`src/rtl/branch_alu_ctrl_if.sv`:
```
// Decode-stage bundle for the branch/ALU control unit: instruction fields,
// register flags and the three registered control results.
interface branch_alu_ctrl_if;
   logic       flush;
   logic [5:0] opcode;
   logic [9:0] pc;
   logic [9:0] offset;
   logic [3:0] branch_cond;
   logic       za, zb;
   logic       na, nb;
   logic       ca, cb;
   logic [2:0] alu_ctl;
   logic [9:0] branch_target;
   logic       taken;

   // No valid/ready: the unit samples every field on every rising edge and the
   // results are valid exactly one edge later unless squashed by flush or reset.
   modport master (
      output flush, opcode, pc, offset, branch_cond, za, zb, na, nb, ca, cb,
      input  alu_ctl, branch_target, taken
   );

   modport slave (
      input  flush, opcode, pc, offset, branch_cond, za, zb, na, nb, ca, cb,
      output alu_ctl, branch_target, taken
   );
endinterface

```
`src/rtl/branch_alu_ctrl_unit.sv`:
```
// Decode-stage control: ALU op decode, PC-relative branch target and
// branch-taken evaluation, all registered with a single cycle of latency.
module branch_alu_ctrl_unit (
   input  logic              clk,
   input  logic              reset,
   branch_alu_ctrl_if.slave  bus
);

   logic [2:0] alu_next;
   logic [9:0] target_next;
   logic       taken_next;

   always_comb begin
      alu_next = 3'b000;
      unique case (bus.opcode[5:3])
         3'b000:  alu_next = 3'b000;
         3'b001:  alu_next = 3'b001;
         3'b010:  alu_next = 3'b010;
         3'b011:  alu_next = 3'b011;
         3'b100:  alu_next = bus.opcode[0] ? 3'b110 : 3'b101;
         3'b101:  alu_next = 3'b111;
         3'b110:  alu_next = 3'b000;
         default: alu_next = 3'b100;
      endcase
   end

   // Unsigned 10-bit add is identical to pc + signed offset modulo 1024.
   assign target_next = bus.pc + bus.offset;

   always_comb begin
      taken_next = 1'b0;
      case (bus.branch_cond)
         4'b0001: taken_next =  bus.za;
         4'b0010: taken_next = ~bus.za;
         4'b0011: taken_next =  bus.ca;
         4'b0100: taken_next = ~bus.ca;
         4'b0101: taken_next =  bus.na;
         4'b0110: taken_next = ~bus.na;
         4'b0111: taken_next =  bus.zb;
         4'b1000: taken_next = ~bus.zb;
         4'b1001: taken_next =  bus.cb;
         4'b1010: taken_next = ~bus.cb;
         4'b1011: taken_next =  bus.nb;
         4'b1100: taken_next = ~bus.nb;
         default: taken_next = 1'b0;
      endcase
   end

   always_ff @(posedge clk or negedge reset) begin
      if (!reset) begin
         bus.alu_ctl       <= 3'b000;
         bus.branch_target <= 10'd0;
         bus.taken         <= 1'b0;
      end else if (bus.flush) begin
         bus.alu_ctl       <= 3'b000;
         bus.branch_target <= 10'd0;
         bus.taken         <= 1'b0;
      end else begin
         bus.alu_ctl       <= alu_next;
         bus.branch_target <= target_next;
         bus.taken         <= taken_next;
      end
   end

endmodule

```
`src/flat_wrapper.sv`:
```
// flat-port wrapper written by rule: the top's interface ports become plain ports
module branch_alu_ctrl_unit_flat 
  (clk, reset, bus_flush, bus_opcode, bus_pc, bus_offset, bus_branch_cond, bus_za, bus_zb, bus_na, bus_nb, bus_ca, bus_cb, bus_alu_ctl, bus_branch_target, bus_taken);
  branch_alu_ctrl_if bus_i ();
  input  logic clk;
  input  logic reset;
  input wire logic [$bits(bus_i.flush)-1:0] bus_flush;
  input wire logic [$bits(bus_i.opcode)-1:0] bus_opcode;
  input wire logic [$bits(bus_i.pc)-1:0] bus_pc;
  input wire logic [$bits(bus_i.offset)-1:0] bus_offset;
  input wire logic [$bits(bus_i.branch_cond)-1:0] bus_branch_cond;
  input wire logic [$bits(bus_i.za)-1:0] bus_za;
  input wire logic [$bits(bus_i.zb)-1:0] bus_zb;
  input wire logic [$bits(bus_i.na)-1:0] bus_na;
  input wire logic [$bits(bus_i.nb)-1:0] bus_nb;
  input wire logic [$bits(bus_i.ca)-1:0] bus_ca;
  input wire logic [$bits(bus_i.cb)-1:0] bus_cb;
  output wire logic [$bits(bus_i.alu_ctl)-1:0] bus_alu_ctl;
  output wire logic [$bits(bus_i.branch_target)-1:0] bus_branch_target;
  output wire logic [$bits(bus_i.taken)-1:0] bus_taken;
  assign bus_i.flush = bus_flush;
  assign bus_i.opcode = bus_opcode;
  assign bus_i.pc = bus_pc;
  assign bus_i.offset = bus_offset;
  assign bus_i.branch_cond = bus_branch_cond;
  assign bus_i.za = bus_za;
  assign bus_i.zb = bus_zb;
  assign bus_i.na = bus_na;
  assign bus_i.nb = bus_nb;
  assign bus_i.ca = bus_ca;
  assign bus_i.cb = bus_cb;
  assign bus_alu_ctl = bus_i.alu_ctl;
  assign bus_branch_target = bus_i.branch_target;
  assign bus_taken = bus_i.taken;
  branch_alu_ctrl_unit u_core (.clk(clk), .reset(reset), .bus(bus_i));
endmodule
```
`config.mk`:
```
export PLATFORM = sky130hd
export DESIGN_NAME = branch_alu_ctrl_unit_flat
export DESIGN_NICKNAME = d
export VERILOG_FILES = /design/src/rtl/branch_alu_ctrl_if.sv /design/src/rtl/branch_alu_ctrl_unit.sv /design/src/flat_wrapper.sv
export SDC_FILE = /design/constraint.sdc
export NUM_CORES = 1
export LEC_CHECK = 0
export CORE_MARGIN = 8
export CORE_UTILIZATION = 34
export DETAILED_ROUTE_END_ITERATION = 10
export GPL_TIMING_DRIVEN = 1
export PLACE_DENSITY = 0.75
export SYNTH_ARGS = -nofsm -noshare
export SYNTH_HDL_FRONTEND = slang
export SYNTH_SLANG_ARGS = --single-unit
```
`constraint.sdc`:
```
create_clock -name clk -period 0.8 [get_ports clk]
set_input_delay 0.16 -clock clk [delete_from_list [all_inputs] [get_ports clk]]
set_output_delay 0.16 -clock clk [all_outputs]
set_load 0.02 [all_outputs]
```
==> results_dict.tcl, run 1 <==
set metrics [dict create \
    tns_ns -7.233 \
    drive_gt1_frac 0.4945 \
    wl_per_cell_um 18.40 \
    routed_wirelength_um 3920 \
    max_stage_delay_ns 0.52 \
    drt_iter0_markers 49 \
    rsz0062_at_grt "true" \
    critPathKind "in2reg" \
    synthArstFlopShare 1.000 \
    crit_required_ns 0.98 \
    die_h_um 68.68 \
    viasPerCell 5.324 \
    crit_family "simple AND/OR/NAND/NOR gates" \
    final_nets 232 \
    fillers 188 \
    irDropWorstVdd_mv 1.164 \
    port_buffers 50 \
    cts_buffer_depth 2 \
    crit_start "bus_pc[0]" \
    hold_viol 0 \
    area_growth_pct 105.3 \
    diodes 0 \
    syn_area_per_cell_sq_um 9.341 \
    fin_crit_ns 1.984 \
    final_cells 213 \
    ys_ff_latch 14 \
    cp-end-kind "register" \
    track_usage 0.1614 \
    grt_overflow_total 0 \
    drtAntennaViolNets 0 \
    clk_pin_slew_ns 0.09 \
    power_leakage_nw 0.8885 \
    synth_edf_count 0 \
    drc 0 \
    gp_congestion 0.8715 \
    worst-path-buf-inv 2 \
    die_w_um 68.68 \
    critPathArrivalTime_ns 2.16 \
    powerDensity_mw_per_mm2 1310 \
    antenna_found_initial 0 \
    cts_buffers 3 \
    cts_root_buffer "clkbuf_4" \
    cp_max_fo 2 \
    syn_nets 150 \
    start_util 0.3512 \
    maxCapViolCount 0 \
    io_pins 53 \
    cts_max_level 1 \
    dp_hpwl_um 2469 \
    grt_pass1_wl_um 5671 \
    tightest_slew_ns 0.2431 \
    hp-class "in2async" \
    grt_max_degree 15 \
    synth_area_sq_um 943.4 \
    fin_ws_ns -1.184 \
    ys_seq_area_frac 0.3714 \
    synth_cell_types 30 \
    rows 19 \
    crit_chain "buf_6, ha_4, inv_4, fa_2, nor2b_4, o31a_1, or4_1, a31oi_1, mux2_1" \
    seqCellArea_sq_um 350.3 \
    num_vias 1134 \
    cp_slowest_cell "or4_1" \
    start_kind "primary input" \
    post-route-period-util 2.480 \
    coreArea_sq_mm 0.002686 \
    first_pass_iters 4 \
    dp.cells 203 \
    synth_warnings 0 \
    synth_cells 101 \
    finalSetupViolations 28 \
    multi_input_area_sq_um 748.2 \
    maxSlewHeadroom 0.8367 \
    ys.flop_type "dfrtp_1" \
    postCtsHoldBufs 0 \
    grt_pass1_vias 1209 \
    fmax_ghz 0.5040 \
    die_area_sq_mm 0.004716 \
    cts_tree "built" \
    violations "setup timing" \
    clock-sinks 14 \
    drv_slew 0 \
    status "complete, but fails checks" \
]
[metrics by stage]
step	area [sq um]	utilization	hold slack (ns)	power, mW	setup WS [ns]
2_1_floorplan	992.2	-	-0.1356	1.228	-1.053
3_3_place_gp	1708	0.6358	0.5045	1.750	-1.575
3_5_place_dp	1708	0.6358	0.5086	1.774	-1.657
4_1_cts	1874	0.6977	0.2000	2.415	-1.132
5_1_grt	1937	0.7210	0.1898	2.655	-1.231
6_report	1937	0.7210	0.1932	2.538	-1.184
[report_power, final]
group	leakage, nW	internal, mW	switching [mW]
sequential	0.181	0.775	0.0348
combinational	0.687	0.653	0.535
clock	0.0210	0.278	0.263
[state kept, by name, indices dropped and copies added, names as in the netlist]
name	cells
u_core.bus.branch_target	10
u_core.bus.taken	1
u_core.bus.alu_ctl	3
[synth_stat cells (2+ instances only)]
library cell,number,area share
o21a_1,4,0.032
a211oi_1,4,0.032
nand2_1,3,0.012
xnor2_1,2,0.019
nor3b_1,3,0.024
o21ai_0,6,0.032
inv_1,6,0.024
ha_1,9,0.12
a21oi_1,11,0.058
mux2_2,2,0.024
nor3_1,5,0.027
nor2_1,11,0.044
nor2b_1,4,0.027
dfrtp_1,14,0.37
clkbuf_1,2,0.0080
[layout by cell type, fill, tap and decap left out, drive strengths merged, types with 6 or more instances in the layout]
cell / synthesis / final
clkbuf: 2 / 6
dfrtp: 14 / 14
inv: 6 / 6
a21oi: 11 / 11
nor2: 11 / 11
clkdlybuf4s50: 0 / 17
o21ai: 6 / 6
buf: 0 / 54
ha: 9 / 9
[layout make-up]
type,count,share of cell area
repair buffers,79,0.3811
clock buffers,4,0.01873
inverters,6,0.01292
flip-flops and latches,14,0.1809
multi-input cells,79,0.3863
well taps,31,0.02003
[logic make-up after synthesis]
group | count (synthesis) | share of synthesized area
adders and majority gates | 10 | 0.1406
buffers and inverters | 8 | 0.03183
AOI/OAI and AO/OA | 30 | 0.1963
and+or+nand+nor | 32 | 0.1857
xor gates and xnor gates | 3 | 0.02786
DFF | 14 | 0.3714
muxes | 4 | 0.04642
[path summary, 6_finish.rpt]
check                                                         to  slack [ns]  cells past startpoint
setup / recovery           u_core.bus.branch_target[8]$_DFF_PN0_       -1.18                      9
hold / removal             u_core.bus.branch_target[2]$_DFF_PN0_        0.19                      2
max in group asynchronous  u_core.bus.branch_target[6]$_DFF_PN0_        0.49                      2
min in group clk           u_core.bus.branch_target[0]$_DFF_PN0_        0.27                      3
[what timing repair did]
action                     in CTS  in global routing
hold endpoints to repair        0                  0
setup endpoints to repair      28                 28
resized for setup             164                 20
pin swaps                      29                 22
buffers inserted                7                  4
[metal layers]
| metal | global-route usage | wire length (um) | vias to the layer above |
|---|---|---|---|
| met1 | 0.1606 | 1380 | 533 |
| met3 | 0.04039 | 294 | 16 |
| met2 | 0.2973 | 2106 | 58 |
| met4 | 0.09207 | 138 | 0 |
| met5 | 0 | 0 | - |
| li1 | - | - | 527 |
Power figures use the tool's default switching activity.
==> inputs of run 2 (changes only) <==
- ABC_CLOCK_PERIOD_IN_PS: unset -> 800
==> results of run 2 <==
No change in the layout: final DEF, timing and power equal those of run 1.
==> inputs of run 3 (changes only) <==
- PLACE_DENSITY: 0.75 -> 0.86
==> run 3 against run 2 <==
Against the previous run:
- the run still ends with setup timing left
- die area is the same
- combinational power shrank 3%
- maximum frequency grew 9.3%
- design area shrank 0.71%
==> results_dict.tcl, run 3 (same netlist as run 1, synthesis figures left out) <==
set metrics [dict create \
    status "complete, but fails checks" \
    violations "setup timing" \
    fin_crit_ns 1.815 \
    drive_gt1_frac 0.4890 \
    layout_common_cells "buf_4 (24), buf_6 (20), dfrtp_1 (14)" \
    crit_required_ns 0.96 \
    top_regs "u_core.bus.branch_target x10, u_core.bus.alu_ctl x3, u_core.bus.taken x1" \
    hold_viol 0 \
    drv_slew 0 \
    cp_max_fo 2 \
    fin_area_sq_mm 0.001923 \
    grt_pass1_wl_um 5216 \
    wl_per_cell_um 16.93 \
    cts_root_buffer "clkbuf_4" \
    drt_iter0_markers 25 \
    largest-register "u_core.bus.branch_target" \
    cts_buffers 3 \
    grt_util_met2 0.2799 \
    postLayoutCoreUtil 0.7159 \
    fillers 185 \
    num_vias 1116 \
    io_pins 53 \
    met3_usage 0.04362 \
    die_w_um 68.68 \
    post-route-period-util 2.269 \
    grt_overflow_total 0 \
    diodes 0 \
    die_area_sq_mm 0.004716 \
    cts_buffer_depth 2 \
    cp-end-kind "register" \
    cts_tree "built" \
    layout_commonest_cell "buf_4" \
    hold_start "bus_opcode[4]" \
    finalSetupViolations 24 \
    grt_max_degree 15 \
    gp_congestion 0.8232 \
    holdPathEnd "u_core.bus.alu_ctl[0]$_DFF_PN0_" \
    track_usage 0.1449 \
    grt_pass1_vias 1244 \
    multi_input_area_sq_um 735.7 \
    start_util 0.3512 \
    dp_hpwl_um 2686 \
    place_ws_ns -1.734 \
    critPathKind "in2reg" \
    routed_wirelength_um 3606 \
    powerDensity_mw_per_mm2 1281 \
    holdPathStages 2 \
    drtAntennaViolNets 0 \
    power_leakage_nw 0.9213 \
    rows 19 \
    final_nets 232 \
    fin_ws_ns -1.015 \
    clock-sinks 14 \
    p_total_mw 2.464 \
    hp-class "in2reg" \
    cts_max_level 1 \
    gr-usage-met1 0.1257 \
    final_cells 213 \
    drc 0 \
    critPathArrivalTime_ns 1.98 \
    rsz0062_at_grt "true" \
    maxCapViolCount 0 \
    maxSlewHeadroom 0.7984 \
    first_pass_iters 4 \
    tightest_slew_ns 0.2992 \
    antenna_found_initial 0 \
    port_buffers 50 \
    dp.cells 203 \
    area_growth_pct 103.8 \
    viasPerCell 5.239 \
    placed_cell_area_sq_mm 0.001708 \
    clk_pin_slew_ns 0.08 \
    seqCellArea_sq_um 350.3 \
    largest_reg_flops 10 \
    top_usage_layer "met2" \
    die_h_um 68.68 \
    start_kind "primary input" \
    coreArea_sq_mm 0.002686 \
    fmax_ghz 0.5510 \
    irDropWorstVdd_mv 1.108 \
]
run 3: cell count changes in the layout (fill, tap and decap cells not counted), moves of 4 or more:
cell,before,now
clkdlybuf4s50_1,17,12
dlymetal6s2s_1,0,4
dlygate4sd2_1,5,9
buf_6,24,20
run 3: how the worst max path moves through the flow:
stage,depth (start not counted),to,from
final,9,u_core.bus.branch_target[8]$_DFF_PN0_,bus_offset[0]
after global routing,9,u_core.bus.branch_target[8]$_DFF_PN0_,bus_offset[0]
after CTS,9,u_core.bus.branch_target[8]$_DFF_PN0_,bus_pc[0]
after detailed placement,9,u_core.bus.branch_target[8]$_DFF_PN0_,bus_offset[0]
after global placement,9,u_core.bus.branch_target[8]$_DFF_PN0_,bus_offset[0]
after floorplan,8,u_core.bus.branch_target[8]$_DFF_PN0_,bus_offset[0]
run 3: worst max-delay path: stages:
cell	delay (ns)
buf_6	0.10
ha_4	0.15
inv_2	0.05
fa_2	0.24
nor2b_4	0.05
o31a_1	0.25
or4_4	0.44
a31oi_4	0.21
mux2_4	0.31
run 3: per-layer routing:
metal | wire length (um) | part of all wire | vias to the layer above
li1 | - | - | 525
met1 | 1131 | 0.31 | 519
met2 | 1892 | 0.52 | 56
met3 | 419 | 0.12 | 16
met4 | 162 | 0.045 | 0
met5 | 0 | 0 | -
run 3: layout make-up:
cell class | count | share of cell area
Tap cell | 31 | 0.02017
Clock buffer | 4 | 0.01887
Timing Repair Buffer | 79 | 0.3845
Sequential cell | 14 | 0.1822
Inverter | 6 | 0.01171
Multi-Input combinational cell | 79 | 0.3826
run 3: per-stage QoR:
| stage | hold WS, ns | setup TNS [ns] |
|---|---|---|
| 6_report | 0.1823 | -6.760 |
| 5_1_grt | 0.1814 | -7.539 |
| 4_1_cts | 0.1961 | -6.804 |
| 3_5_place_dp | 0.5049 | -16.35 |
| 3_3_place_gp | 0.5065 | -15.50 |
| 2_1_floorplan | -0.1356 | -4.077 |
run 3: report_power, final:
part	internal (mW)	switching, mW
combinational	0.642	0.512
sequential	0.775	0.0327
clock	0.276	0.226
run 3: what timing repair did:
item                       4_1_cts  5_1_grt
pin swaps                       18       15
setup buffers                    7        2
gates resized for setup        152       23
setup endpoints to repair       28       27
hold buffers                     0        0
